## config.mk

```make
export PLATFORM = sky130hd
export DESIGN_NAME = alu_operand_stage_flat
export DESIGN_NICKNAME = d
export VERILOG_FILES = /design/src/rtl/alu_operand_stage_if.sv /design/src/rtl/alu_operand_stage.sv /design/src/flat_wrapper.sv
export SDC_FILE = /design/constraint.sdc
export NUM_CORES = 1
export LEC_CHECK = 0
export BUFFER_PORTS_ARGS = -buffer_cell sky130_fd_sc_hd__buf_2
export CORE_ASPECT_RATIO = 1.75
export CORE_MARGIN = 1
export CORE_UTILIZATION = 49
export CTS_CLUSTER_DIAMETER = 30
export DETAILED_ROUTE_END_ITERATION = 16
export MAX_ROUTING_LAYER = met4
export PLACE_DENSITY = 0.83
export REMOVE_ABC_BUFFERS = 1
export SLEW_MARGIN = 10
export SYNTH_ARGS = -nofsm -noshare
export SYNTH_HDL_FRONTEND = slang
export SYNTH_SLANG_ARGS = --single-unit
```

## constraint.sdc

```tcl
create_clock -name clk -period 2.6 [get_ports clk]
set_input_delay 0.26 -clock clk [delete_from_list [all_inputs] [get_ports clk]]
set_output_delay 0.26 -clock clk [all_outputs]
set_load 0.02 [all_outputs]
```

## src/rtl/alu_operand_stage_if.sv

```systemverilog
// Bundle of decode-side, bypass-bus and ALU-side signals around the ALU operand stage.
// The master drives decode/bypass inputs and out_ready; the slave is the stage itself.
interface alu_operand_stage_if #(
  parameter int WIDTH = 32,
  parameter int RA_W  = 5
);
  logic             in_valid;
  logic             in_ready;
  logic             flush;
  logic [RA_W-1:0]  rs_addr;
  logic [RA_W-1:0]  rt_addr;
  logic [WIDTH-1:0] rs_data;
  logic [WIDTH-1:0] rt_data;
  logic [WIDTH-1:0] imm;
  logic             alu_src;
  logic [2:0]       alu_ctrl_in;
  logic [RA_W-1:0]  rd_in;
  logic             reg_write_in;
  logic             exm_wr;
  logic [RA_W-1:0]  exm_rd;
  logic [WIDTH-1:0] exm_data;
  logic             mwb_wr;
  logic [RA_W-1:0]  mwb_rd;
  logic [WIDTH-1:0] mwb_data;
  logic             out_valid;
  logic             out_ready;
  logic [WIDTH-1:0] ina;
  logic [WIDTH-1:0] inb;
  logic [WIDTH-1:0] store_data;
  logic [2:0]       alu_ctrl;
  logic [RA_W-1:0]  rd_out;
  logic             reg_write_out;

  modport master (
    output in_valid, flush, rs_addr, rt_addr, rs_data, rt_data, imm, alu_src,
           alu_ctrl_in, rd_in, reg_write_in, exm_wr, exm_rd, exm_data,
           mwb_wr, mwb_rd, mwb_data, out_ready,
    input  in_ready, out_valid, ina, inb, store_data, alu_ctrl, rd_out, reg_write_out
  );

  modport slave (
    input  in_valid, flush, rs_addr, rt_addr, rs_data, rt_data, imm, alu_src,
           alu_ctrl_in, rd_in, reg_write_in, exm_wr, exm_rd, exm_data,
           mwb_wr, mwb_rd, mwb_data, out_ready,
    output in_ready, out_valid, ina, inb, store_data, alu_ctrl, rd_out, reg_write_out
  );
endinterface

```

## src/rtl/alu_operand_stage.sv

```systemverilog
// Single-entry operand register in front of the ALU: forwards from EX/MEM and MEM/WB
// at capture, and snoops MEM/WB write-back while the held entry is stalled.
module alu_operand_stage #(
  parameter int WIDTH = 32,
  parameter int RA_W  = 5
) (
  input logic           clk,
  input logic           rst_n,
  alu_operand_stage_if.slave bus
);

  logic             out_valid_q;
  logic [WIDTH-1:0] ina_q;
  logic [WIDTH-1:0] inb_q;
  logic [WIDTH-1:0] store_q;
  logic [2:0]       alu_ctrl_q;
  logic [RA_W-1:0]  rd_q;
  logic             reg_write_q;
  logic [RA_W-1:0]  rs_q;
  logic [RA_W-1:0]  rt_q;
  logic             alu_src_q;

  logic             load;
  logic             hold;
  logic             consume;
  logic [WIDTH-1:0] rs_fwd;
  logic [WIDTH-1:0] rt_fwd;
  logic             snoop_rs;
  logic             snoop_rt;

  // Handshake: a transfer happens on an edge where valid && ready on that side.
  // Upstream is accepted whenever the entry is empty or being drained this cycle;
  // flush never lowers in_ready, it only discards what would have been captured.
  assign bus.in_ready = !out_valid_q || bus.out_ready;
  assign load    = bus.in_valid && bus.in_ready && !bus.flush;
  assign hold    = out_valid_q && !bus.out_ready;
  assign consume = out_valid_q && bus.out_ready;

  // EX/MEM is the younger producer, so it wins over MEM/WB; r0 is never bypassed.
  always_comb begin
    rs_fwd = bus.rs_data;
    if (bus.exm_wr && bus.exm_rd == bus.rs_addr && bus.rs_addr != '0)
      rs_fwd = bus.exm_data;
    else if (bus.mwb_wr && bus.mwb_rd == bus.rs_addr && bus.rs_addr != '0)
      rs_fwd = bus.mwb_data;

    rt_fwd = bus.rt_data;
    if (bus.exm_wr && bus.exm_rd == bus.rt_addr && bus.rt_addr != '0)
      rt_fwd = bus.exm_data;
    else if (bus.mwb_wr && bus.mwb_rd == bus.rt_addr && bus.rt_addr != '0)
      rt_fwd = bus.mwb_data;
  end

  assign snoop_rs = bus.mwb_wr && bus.mwb_rd != '0 && bus.mwb_rd == rs_q;
  assign snoop_rt = bus.mwb_wr && bus.mwb_rd != '0 && bus.mwb_rd == rt_q;

  always_ff @(posedge clk) begin
    if (!rst_n) begin
      out_valid_q <= 1'b0;
      ina_q       <= '0;
      inb_q       <= '0;
      store_q     <= '0;
      alu_ctrl_q  <= '0;
      rd_q        <= '0;
      reg_write_q <= 1'b0;
      rs_q        <= '0;
      rt_q        <= '0;
      alu_src_q   <= 1'b0;
    end else if (bus.flush) begin
      out_valid_q <= 1'b0;
      reg_write_q <= 1'b0;
    end else if (load) begin
      out_valid_q <= 1'b1;
      ina_q       <= rs_fwd;
      inb_q       <= bus.alu_src ? bus.imm : rt_fwd;
      store_q     <= rt_fwd;
      alu_ctrl_q  <= bus.alu_ctrl_in;
      rd_q        <= bus.rd_in;
      reg_write_q <= bus.reg_write_in;
      rs_q        <= bus.rs_addr;
      rt_q        <= bus.rt_addr;
      alu_src_q   <= bus.alu_src;
    end else if (hold) begin
      // A stalled entry must track write-backs that retire while it waits.
      if (snoop_rs) ina_q <= bus.mwb_data;
      if (snoop_rt) begin
        store_q <= bus.mwb_data;
        if (!alu_src_q) inb_q <= bus.mwb_data;
      end
    end else if (consume) begin
      out_valid_q <= 1'b0;
      reg_write_q <= 1'b0;
    end
  end

  assign bus.out_valid     = out_valid_q;
  assign bus.ina           = ina_q;
  assign bus.inb           = inb_q;
  assign bus.store_data    = store_q;
  assign bus.alu_ctrl      = alu_ctrl_q;
  assign bus.rd_out        = rd_q;
  assign bus.reg_write_out = reg_write_q;

endmodule

```

## src/flat_wrapper.sv

```systemverilog
// flat-port wrapper written by rule: the top's interface ports become plain ports
module alu_operand_stage_flat 
#(
  parameter int WIDTH = 32,
  parameter int RA_W  = 5
)
  (clk, rst_n, bus_in_valid, bus_flush, bus_rs_addr, bus_rt_addr, bus_rs_data, bus_rt_data, bus_imm, bus_alu_src, bus_alu_ctrl_in, bus_rd_in, bus_reg_write_in, bus_exm_wr, bus_exm_rd, bus_exm_data, bus_mwb_wr, bus_mwb_rd, bus_mwb_data, bus_out_ready, bus_in_ready, bus_out_valid, bus_ina, bus_inb, bus_store_data, bus_alu_ctrl, bus_rd_out, bus_reg_write_out);
  alu_operand_stage_if #(.WIDTH(WIDTH), .RA_W(RA_W)) bus_i ();
  input logic clk;
  input logic rst_n;
  input wire logic [$bits(bus_i.in_valid)-1:0] bus_in_valid;
  input wire logic [$bits(bus_i.flush)-1:0] bus_flush;
  input wire logic [$bits(bus_i.rs_addr)-1:0] bus_rs_addr;
  input wire logic [$bits(bus_i.rt_addr)-1:0] bus_rt_addr;
  input wire logic [$bits(bus_i.rs_data)-1:0] bus_rs_data;
  input wire logic [$bits(bus_i.rt_data)-1:0] bus_rt_data;
  input wire logic [$bits(bus_i.imm)-1:0] bus_imm;
  input wire logic [$bits(bus_i.alu_src)-1:0] bus_alu_src;
  input wire logic [$bits(bus_i.alu_ctrl_in)-1:0] bus_alu_ctrl_in;
  input wire logic [$bits(bus_i.rd_in)-1:0] bus_rd_in;
  input wire logic [$bits(bus_i.reg_write_in)-1:0] bus_reg_write_in;
  input wire logic [$bits(bus_i.exm_wr)-1:0] bus_exm_wr;
  input wire logic [$bits(bus_i.exm_rd)-1:0] bus_exm_rd;
  input wire logic [$bits(bus_i.exm_data)-1:0] bus_exm_data;
  input wire logic [$bits(bus_i.mwb_wr)-1:0] bus_mwb_wr;
  input wire logic [$bits(bus_i.mwb_rd)-1:0] bus_mwb_rd;
  input wire logic [$bits(bus_i.mwb_data)-1:0] bus_mwb_data;
  input wire logic [$bits(bus_i.out_ready)-1:0] bus_out_ready;
  output wire logic [$bits(bus_i.in_ready)-1:0] bus_in_ready;
  output wire logic [$bits(bus_i.out_valid)-1:0] bus_out_valid;
  output wire logic [$bits(bus_i.ina)-1:0] bus_ina;
  output wire logic [$bits(bus_i.inb)-1:0] bus_inb;
  output wire logic [$bits(bus_i.store_data)-1:0] bus_store_data;
  output wire logic [$bits(bus_i.alu_ctrl)-1:0] bus_alu_ctrl;
  output wire logic [$bits(bus_i.rd_out)-1:0] bus_rd_out;
  output wire logic [$bits(bus_i.reg_write_out)-1:0] bus_reg_write_out;
  assign bus_i.in_valid = bus_in_valid;
  assign bus_i.flush = bus_flush;
  assign bus_i.rs_addr = bus_rs_addr;
  assign bus_i.rt_addr = bus_rt_addr;
  assign bus_i.rs_data = bus_rs_data;
  assign bus_i.rt_data = bus_rt_data;
  assign bus_i.imm = bus_imm;
  assign bus_i.alu_src = bus_alu_src;
  assign bus_i.alu_ctrl_in = bus_alu_ctrl_in;
  assign bus_i.rd_in = bus_rd_in;
  assign bus_i.reg_write_in = bus_reg_write_in;
  assign bus_i.exm_wr = bus_exm_wr;
  assign bus_i.exm_rd = bus_exm_rd;
  assign bus_i.exm_data = bus_exm_data;
  assign bus_i.mwb_wr = bus_mwb_wr;
  assign bus_i.mwb_rd = bus_mwb_rd;
  assign bus_i.mwb_data = bus_mwb_data;
  assign bus_i.out_ready = bus_out_ready;
  assign bus_in_ready = bus_i.in_ready;
  assign bus_out_valid = bus_i.out_valid;
  assign bus_ina = bus_i.ina;
  assign bus_inb = bus_i.inb;
  assign bus_store_data = bus_i.store_data;
  assign bus_alu_ctrl = bus_i.alu_ctrl;
  assign bus_rd_out = bus_i.rd_out;
  assign bus_reg_write_out = bus_i.reg_write_out;
  alu_operand_stage #(.WIDTH(WIDTH), .RA_W(RA_W)) u_core (.clk(clk), .rst_n(rst_n), .bus(bus_i));
endmodule
```

==> Word-level counts from Yosys, hierarchy flattened <==
Index checks and enable logic that the tools add are counted.
{ "op_classes": {"n_eq_ne": 8, "n_mux": 19, "bitwise": 2, "reduce_logical": 32} }
{ "op_table": {"columns": ["op", "n"], "rows": [
  ["two-way mux 32 bit", 15],
  ["== test 5 bit", 6],
  ["logical AND 1 bit", 15],
  ["nonzero test 5 bit", 3],
  ["nonzero test 2 bit", 4],
  ["AND reduction 3 bit", 2],
  ["two-way mux 1 bit", 4],
  ["AND reduction 2 bit", 2],
  ["AND reduction 4 bit", 1],
  ["logical NOT 1 bit", 3],
  ["inequality test 2 x 1 -> 1 bit, second input constant", 1],
  ["inequality test 2 bit, second input constant", 1],
  ["inverter 1 bit", 2],
  ["OR reduction 2 bit", 1],
  ["logical OR 1 bit", 1]
]} }
{ "totals": {"regBits": 117, "input_bits": 197, "out_inout_bits": 107, "word_cells": 71} }

==> Logic depth before layout (Yosys ltp) <==
{ "logic_depth": {"word_depth": 7, "mapped_depth": 9, "depth_no_buf": 7} }

==> Worst setup path after synthesis <==
No wires, ideal clock.
{ "synth_timing": {"kind": "register to register", "from": "register u_core.out_valid_q (netlist: u_core.bus.out_valid)", "to": "register u_core.inb_q[10] (netlist: u_core.bus.inb[10])", "setup_time_ns": 0.119, "arrival_ns": 2.025, "required_ns": 2.481, "path_slack_ns": 0.457, "stages_incl_launch_ff": 9, "n_path_buf": 1, "period_less_slack_ns": 2.143, "cell_sequence": "dfxtp_1 and2b_1 inv_1 nand2_1 a21oi_2 nand3b_2 or2_4 buf_4 o221a_2"} }
{ "synth_via": {"elab_chain_len": 6, "elab_cells_between_ends": 10, "classes_between": "1 x eq/ne; 1 x mux; 8 x reduce/logical"} }
{ "synth_rtl": {"columns": ["item", "line_no", "text"], "rows": [
  ["from (decl)", "alu_operand_stage.sv:12", "logic out_valid_q;"],
  ["from (signal assigned)", "alu_operand_stage.sv:59", "out_valid_q <= 1'b0;"],
  ["from (signal assigned)", "alu_operand_stage.sv:70", "out_valid_q <= 1'b0;"],
  ["from (signal assigned)", "alu_operand_stage.sv:73", "out_valid_q <= 1'b1;"],
  ["logical NOT 1 bit (*)", "alu_operand_stage.sv:34", "assign bus.in_ready = !out_valid_q || bus.out_ready;"],
  ["logical OR 1 bit (*)", "alu_operand_stage.sv:34", null],
  ["via bus_in_ready", "flat_wrapper.sv:29", "output wire logic [$bits(bus_i.in_ready)-1:0] bus_in_ready;"],
  ["logical AND 1 bit (*) (2 in a row)", "alu_operand_stage.sv:35", "assign load = bus.in_valid && bus.in_ready && !bus.flush;"],
  ["inequality test 2 bit (no line) or nonzero test 2 bit (tied branches)", null, null],
  ["AND reduction 4 bit (no line)", null, null],
  ["to (signal assigned)", "alu_operand_stage.sv:75", "inb_q <= bus.alu_src ? bus.imm : rt_fwd;"],
  ["to (signal assigned)", "alu_operand_stage.sv:88", "if (!alu_src_q) inb_q <= bus.mwb_data;"],
  ["to (decl)", "alu_operand_stage.sv:14", "logic [WIDTH-1:0] inb_q;"]
]} }
Mark *: on every way through the listed nets, which the timed path passes. The rest lies on a longest branch.
A chain may end at the register's enable or synchronous reset.

==> Worst setup path after layout <==
{ "layout_timing": {"from": "register u_core.out_valid_q (netlist: u_core.bus.out_valid)", "to": "register u_core.ina_q[14] (netlist: u_core.bus.ina[14])"} }
{ "layout_via": {"elab_chain_len": 6, "elab_cells_between_ends": 9, "classes_between": "1 x mux; 8 x reduce/logical"} }
{ "layout_rtl": {"columns": ["item", "line_no", "text"], "rows": [
  ["logical NOT 1 bit", "alu_operand_stage.sv:34", null],
  ["logical OR 1 bit", "alu_operand_stage.sv:34", null],
  ["logical AND 1 bit (2 in a row)", "alu_operand_stage.sv:35", null],
  ["nonzero test 2 bit (no line)", null, null],
  ["AND reduction 3 bit (no line)", null, null],
  ["to (signal assigned)", "alu_operand_stage.sv:74", "ina_q <= rs_fwd;"],
  ["to (signal assigned)", "alu_operand_stage.sv:85", "if (snoop_rs) ina_q <= bus.mwb_data;"],
  ["to (decl)", "alu_operand_stage.sv:13", "logic [WIDTH-1:0] ina_q;"]
]} }
Several ways; a longest one is shown, not always the timed one.

==> results.yml <==
die:
  die_w_um: 92.53
  dieHeight_um: 160.4
  core_um2: 13910
  io_pins: 304
  num_rows: 57
  dieArea_um2: 14840
  start_util_pct: 50.53
routing:
  ant_nets: 0
  drtIter0Drc: 940
  drc: 0
  avgViaCountPerCell: 6.620
  wl_per_cell_um: 21.48
  wirelength_um: 28850
  detail_route.first_pass.iterations: 10
  vias: 8890
worst_setup_path:
  cpPeakStageDelay_ns: 0.59
  cp-end-kind: "flip-flop"
  worstPathRequired_ns: 2.93
  arrival_ns: 2.73
  crit_family: "simple AND/OR/NAND/NOR gates"
  path_buf_inv: 1
  crit_fanout: 30
  cp-start-kind: "flip-flop"
  path_class: "reg2reg"
  crit_slowest_cell: "or4_1"
  path_cells: "and2b_1, o211ai_1, or4_1, a21oi_4, buf_4, o21ai_0, a31oi_1"
finish:
  syn2layout_area_growth_pct: 32.03
  stdcell_count: 1343
  fin_area_um2: 9278
  drive_gt1_share_pct: 36.97
  fin_nets: 1348
worst_hold_path:
  min_path_type: "in2reg"
timing:
  skew_ns: 0.01561
  setup_slack_ns: 0.1979
  rsz0062_at_grt: "false"
  worstMarginPinSlew_ns: 0.9217
  setup_viol: 0
  fmax_mhz: 416.3
  relSlewSlack_pct: 38.41
  finalHoldViolations: 0
  post-route-period-util_pct: 92.39
  drv_slew: 0
  layout_min_cycle_time_ns: 2.402
synth:
  synth_seq_area_share_pct: 33.33
  synth_area_per_cell_um2: 7.869
  yosys_warnings: 0
  synth_cell_types: 51
  netlist_instances: 893
  synth.most_common_cell: "dfxtp_1"
  synthesis.area_um2: 7027
  ys_seq_elements: 117
  synthFlopType: "dfxtp_1"
  netlist_top_cells_count: "117 x dfxtp_1, 114 x nand2_1, 95 x o21ai_0"
  synth-edff-count: 0
  yosys-top-cells-area: "dfxtp_1 33%, o21ai_0 6.8%, nand2_1 6.1%"
  yosys.area.top_type: "dfxtp_1"
  synth-async-reset-ratio_pct: 0
  netlist.area_leader.share_pct: 33.33
cts:
  cts_setup_buffers: 0
  worstSkewPairLatency_ns: 0.42
  cts_resized: 0
  cts_tree: "built"
  cts_max_path_buffers: 2
  cts_hold_repair.buffers: 0
  cts.sinks: 117
  clk_pin_slew_ns: 0.05
  cts_buffers: 17
  h-tree-depth: 4
  clockRootBuffer: "clkbuf_16"
job:
  max_cap_violations: 0
grt:
  track_usage_pct: 39.40
  first_global_vias: 8389
  antenna_found_initial: 3
  grt_overflow: 0
  grt_max_degree: 84
  grt_pass1_wl_um: 44150
placed_design:
  dp_cells: 1309
  portBuffers: 303
  gp_congestion: 0.9503
  dp_hpwl_um: 19990
  post-place-ws_ns: 0.2316
  postPlaceCellArea_um2: 8693
power:
  ir_drop_mv: 0.4051
  p_leak_nw: 3.889
  finalPower_mw: 5.509
  power_density_nw_per_um2: 593.8
outcome:
  status: "finished clean"
-- per-stage QoR --
| step | utilization, % | hold slack, ns | setup TNS, ns |
|---|---|---|---|
| 4_1_cts | 66.66 | 0.08395 | 0 |
| 3_5_place_dp | 62.51 | 0.4257 | 0 |
| 2_1_floorplan | - | 0.3983 | -139.71 |
| 6_report | 66.71 | 0.09146 | 0 |
| 3_3_place_gp | 62.51 | 0.4202 | 0 |
| 5_1_grt | 66.71 | 0.08853 | 0 |
-- power breakdown --
| part | switching [mW] | leakage (nW) | internal (mW) |
|---|---|---|---|
| sequential | 0.0743 | 0.961 | 1.92 |
| combinational | 0.755 | 2.65 | 0.448 |
| clock | 0.845 | 0.278 | 1.47 |
| total | 1.67 | 3.89 | 3.84 |
-- layer usage --
metal | part of all wire (%) | global-route usage [%]
met5 | 0 | -
met3 | 9.9 | 6.487
met4 | 6.5 | 24.64
met1 | 34 | 42.97
met2 | 50 | 65.76
-- path summary, 6_finish.rpt --
path	start	endpoint	slack [ns]	cells after the start
worst max-delay path	u_core.bus.out_valid	u_core.bus.ina[14]	0.20	7
worst min-delay path	bus_alu_ctrl_in[2]	u_core.bus.alu_ctrl[2]	0.09	3
worst max register to register	u_core.bus.out_valid	u_core.bus.ina[14]	0.20	7
worst min register to register	u_core.bus.store_data[23]	u_core.bus.store_data[23]	0.44	2
-- tightest hold or removal path: cells and delay by family --
kind                   cells  cell delay, ns
buffers and inverters      1            0.10
AND/OR/NAND/NOR            1            0.04
AO/OA/AOI/OAI              1            0.06
-- sequential cells by signal, indices dropped and copies added, names as in the netlist --
signal and flops:
u_core.bus.ina 32, u_core.bus.inb 32, u_core.bus.store_data 32, u_core.bus.rd_out 5
u_core.rs_q 5, u_core.rt_q 5, u_core.bus.alu_ctrl 3, u_core.alu_src_q 1
u_core.bus.out_valid 1, u_core.bus.reg_write_out 1
-- layout by cell type (no fill, tap or decap), types with 20 or more instances in the layout --
cell	instances
buf_2	303
dfxtp_1	117
nand2_1	114
o21ai_0	95
nor2_1	65
nor3_1	40
nand3_1	35
buf_4	34
a31oi_1	33
nand4b_1	32
a31o_2	26
o211ai_1	22
xnor2_1	21
mux2i_1	21
o221ai_1	20
a311oi_1	20
-- kinds of logic (layout without fill, tap and decap cells) --
group / after synthesis / count (layout) / share of synthesized area [%]
AOI/OAI and AO/OA: 315 / 315 / 32.69
xor gates and xnor gates: 28 / 28 / 3.490
buffers and inverters: 103 / 373 / 6.339
DFF: 117 / 117 / 33.33
muxes: 21 / 21 / 2.991
other: 0 / 3 / 0
and+or+nand+nor: 309 / 309 / 21.15
-- cell type report --
class	count	area [µm²]
Multi-Input combinational cell	673	4290
Timing Repair Buffer	340	1832
Inverter	2	7.507
Clock inverter	9	102.6
Fill cell	1248	4629
Sequential cell	117	2342
Tap cell	177	221.5
Clock buffer	22	474.2
Antenna cell	3	7.507
(Power assumes the default switching activity.)
